File: src/rtl/lfsr12_sat_counter.sv
// rtl/lfsr12_sat_counter.sv - saturating up-counter with synchronous clear
//
// Purpose: WIDTH-bit counter that sticks at all-ones; clear wins over increment.
// Ports:
//   i_clk    clock, rising edge
//   i_reset  synchronous active-high reset
//   i_clr    synchronous clear to zero
//   i_inc    increment request
//   o_count  current count (registered)

module lfsr12_sat_counter #(
  parameter int WIDTH = 16
) (
  input  logic             i_clk,
  input  logic             i_reset,
  input  logic             i_clr,
  input  logic             i_inc,
  output logic [WIDTH-1:0] o_count
);

  logic [WIDTH-1:0] count_q;
  logic [WIDTH-1:0] count_d;

  always_comb begin
    count_d = count_q;
    if (i_clr) begin
      count_d = '0;
    end else if (i_inc && (count_q != '1)) begin
      count_d = count_q + WIDTH'(1);
    end
  end

  always_ff @(posedge i_clk) begin
    if (i_reset) begin
      count_q <= '0;
    end else begin
      count_q <= count_d;
    end
  end

  assign o_count = count_q;

endmodule

File: config.mk
export PLATFORM = sky130hd
export DESIGN_NAME = lfsr12_sat_counter
export DESIGN_NICKNAME = d
export VERILOG_FILES = /design/src/rtl/lfsr12_sat_counter.sv
export SDC_FILE = /design/constraint.sdc
export NUM_CORES = 1
export LEC_CHECK = 0
export ABC_AREA = 1
export CAP_MARGIN = 15
export CORE_MARGIN = 2
export CORE_UTILIZATION = 40
export CTS_BUF_LIST = sky130_fd_sc_hd__clkbuf_16
export DETAILED_ROUTE_END_ITERATION = 8
export PLACE_DENSITY_LB_ADDON = 0.2
export SKIP_CTS_REPAIR_TIMING = 1
export SLEW_MARGIN = 20
export SYNTH_ARGS = -nofsm -noshare
export SYNTH_HDL_FRONTEND = slang
export SYNTH_SLANG_ARGS = --single-unit
File: constraint.sdc
create_clock -name i_clk -period 1.2 [get_ports i_clk]
set_input_delay 0.36 -clock i_clk [delete_from_list [all_inputs] [get_ports i_clk]]
set_output_delay 0.36 -clock i_clk [all_outputs]
set_load 0.005 [all_outputs]
==> run_results.csv <==
group,metric,value,unit
logic_synthesis,synthFlopType,"dfxtp_1",
place,dp_hpwl,1930,um
floorplan,fp.dieArea,2930,um^2
global_routing,grt_util_met2,38.2,%
timing,worst_pin_slew,0.196,ns
setup_path,timing.rr.start,"o_count[1]",
logic_synthesis,synth_common_cells,"43 x nand2_1, 38 x nor2_1, 16 x dfxtp_1",
global_routing,use_met3,6.11,%
floorplan,initial_core_util,41.3,%
worst_hold_path,hold_class,"reg -> reg",
routing,dr.pass1.iters,4,
logic_synthesis,ys_top_cells_by_area,"dfxtp_1 32%, nand2_1 16%, nor2_1 14%",
routing,drt_iter0_drc,19,
logic_synthesis,ys_async_sr_fraction,0,%
setup_path,worst_ep_arrival_time,1.51,ns
pwr,p_per_area,770,nW/um^2
pwr,p_leak,0.990,nW
logic_synthesis,synth_top_area_cell,"dfxtp_1",
final_layout,area.growth.synth_to_final,66.9,%
worst_hold_path,hold_depth,3,
worst_hold_path,worstHoldStart,"o_count[5]",
floorplan,floorplan.rows,18,
routing,antenna_left,0,
floorplan,coreArea,2430,um^2
outcome,violations,"setup timing",
timing,period_share,114,%
floorplan,fp.dieH,54.1,um
timing,rsz0062_at_grt,"true",
clock_network,cts_sinks,16,
clock_network,worstSkewPairLatency,0.26,ns
final_layout,instances_no_fill,237,
pwr,ir_drop,1.03,mV
routing,drc_errors,0,
timing,setup_violations,16,
logic_synthesis,synth_top_area_share,31.9,%
final_layout,nets,213,
timing,maxSlewHeadroom,86.9,%
routing,drt_wl_total,2850,um
global_routing,grt_overflow,0,
global_routing,grt_pass1_wl,4250,um
setup_path,criticalPathCategory,"reg -> reg",
logic_synthesis,synth_cell_types,20,
floorplan,ios,20,
setup_path,end_kind,"register",
logic_synthesis,yosysWarnings,0,
global_routing,track_usage,20.8,%
worst_hold_path,min_to,"o_count[5]",
final_layout,drive_gt1_share,38.6,%
setup_path,crit_chain,"ha_4, nand3_1, nor2_4, buf_4, inv_1, nor2_2, nand2_1, nand2_1, nor2_1",
logic_synthesis,synth_edf_count,0,
setup_path,critPathMaxStageDelay,0.36,ns
global_routing,grtUsageMet1,21.1,%
clock_network,cts_buffer_depth,2,
logic_synthesis,syn-cell-area,1000,um^2
logic_synthesis,avgSynthCellArea,6.44,um^2
routing,vias_per_cell,4.86,
outcome,status,"finished with violations",
global_routing,grt_pass1_vias,1056,
clock_network,root_buffer,"clkbuf_16",
clock_network,numCtsBuffers,3,
setup_path,r2r_slack,-0.17,ns
place,dpl.cell_count,229,
run,maxCapViolCount,0,
setup_path,cpMaxStageDelayCell,"dfxtp_4",
global_routing,grt_max_degree,15,
routing,wl_per_cell,12.0,um
pwr,power,0.00129,W
clock_network,htreeDepth,1,
clock_network,cts_tree,"yes",
place,routabilityCongestion,0.861,
floorplan,dieWidth,54.1,um
logic_synthesis,yosysMostFrequentCell,"nand2_1",
timing,finalHoldViolCount,0,
setup_path,ff2ff_path_depth,9,
setup_path,cpMostUsedCell,"nand2_1",
logic_synthesis,synthesis.nets,161,
setup_path,path_max_fanout,4,
routing,vias,1153,
setup_path,required,1.34,ns
timing,finalMaxSlewViolations,0,
timing,skew,0.00975,ns
timing,fin_hold_ws,0.515,ns
setup_path,start_kind,"register",
timing,maxClockFrequency,733,MHz
global_routing,grt_antenna_before_repair,0,
timing,setup_slack,-0.165,ns
logic_synthesis,synth-seq-cells,16,
final_layout,antenna_cells,0,
global_routing,grt.busiest_layer,"met2",
clock_network,clk_pin_slew,0.05,ns
setup_path,r2r-end,"o_count[4]",
timing,finalCriticalPeriod,1.37,ns
logic_synthesis,seq_area_frac_synth,31.9,%
place,port_buffers,19,
logic_synthesis,syn_inst,156,
final_layout,largest_reg_flops,16,
through the flow:
stage                     setup TNS, ns  utilization (%)  cell area, um^2  worst slack (ns)
after floorplan                  -0.287                -             1050           -0.0442
after global placement            -6.46             59.8             1460            -0.482
after detailed placement          -7.30             59.8             1460            -0.562
after CTS                         -8.20             63.1             1530            -0.411
after global routing              -2.59             68.9             1680            -0.239
final                             -1.20             68.9             1680            -0.165
per-layer routing:
layer  up-vias  share of wire, %
met5         -                 0
met4         0               2.9
met3         7               4.6
met2        33                53
met1       526                40
li1        587                 -
report_power, final:
group	internal (W)	switching [W]	leakage, nW
clock	0.000444	0.000238	0.0385
combinational	0.0000413	0.0000360	0.815
sequential	0.000528	0.00000405	0.136
total	0.00101	0.000278	0.990
placed cells by master, fill, tap and decap left out, drive strengths merged:
cell           instances
a21oi                  7
and2                   1
and3                   1
buf                   30
clkbuf                 3
clkdlybuf4s50          2
clkinv                 1
dfxtp                 16
dlymetal6s2s          17
ha                     1
inv                   16
nand2                 46
nand3                 13
nand3b                 1
nand4                  2
nor2                  48
o21ai                  2
area by class of cell:
type / count / area [um^2]
Fill cell: 200 / 756
Multi-Input combinational cell: 122 / 691
Timing Repair Buffer: 49 / 465
Sequential cell: 16 / 344
Clock buffer: 3 / 75.1
Inverter: 16 / 60.1
Tap cell: 30 / 37.5
Clock inverter: 1 / 3.75
worst max-delay path: cells and delay by family (launching register included):
| kind | cells | cell delay [ns] |
|---|---|---|
| flops | 1 | 0.36 |
| fa+ha+maj | 1 | 0.14 |
| simple gates | 6 | 0.58 |
| buf+inv | 2 | 0.18 |
worst max path at each step:
stage,from,end
6_report,o_count[1],o_count[4]
5_1_grt,o_count[1],o_count[14]
4_1_cts,o_count[2],o_count[2]
3_5_place_dp,i_inc,o_count[13]
3_3_place_gp,i_inc,o_count[13]
2_1_floorplan,o_count[1],o_count[2]
cell families (layout without fill, tap and decap cells):
family                   after synthesis  count (layout)  synth area share, %
AND/OR/NAND/NOR                      112             112                 54.2
buffers and inverters                 18              69                 8.22
flip-flops                            16              16                 31.9
AO/OA/AOI/OAI                          9               9                 4.48
adder cells (fa/ha/maj)                1               1                 1.25
Note: power is estimated with default switching activity, not from simulation.
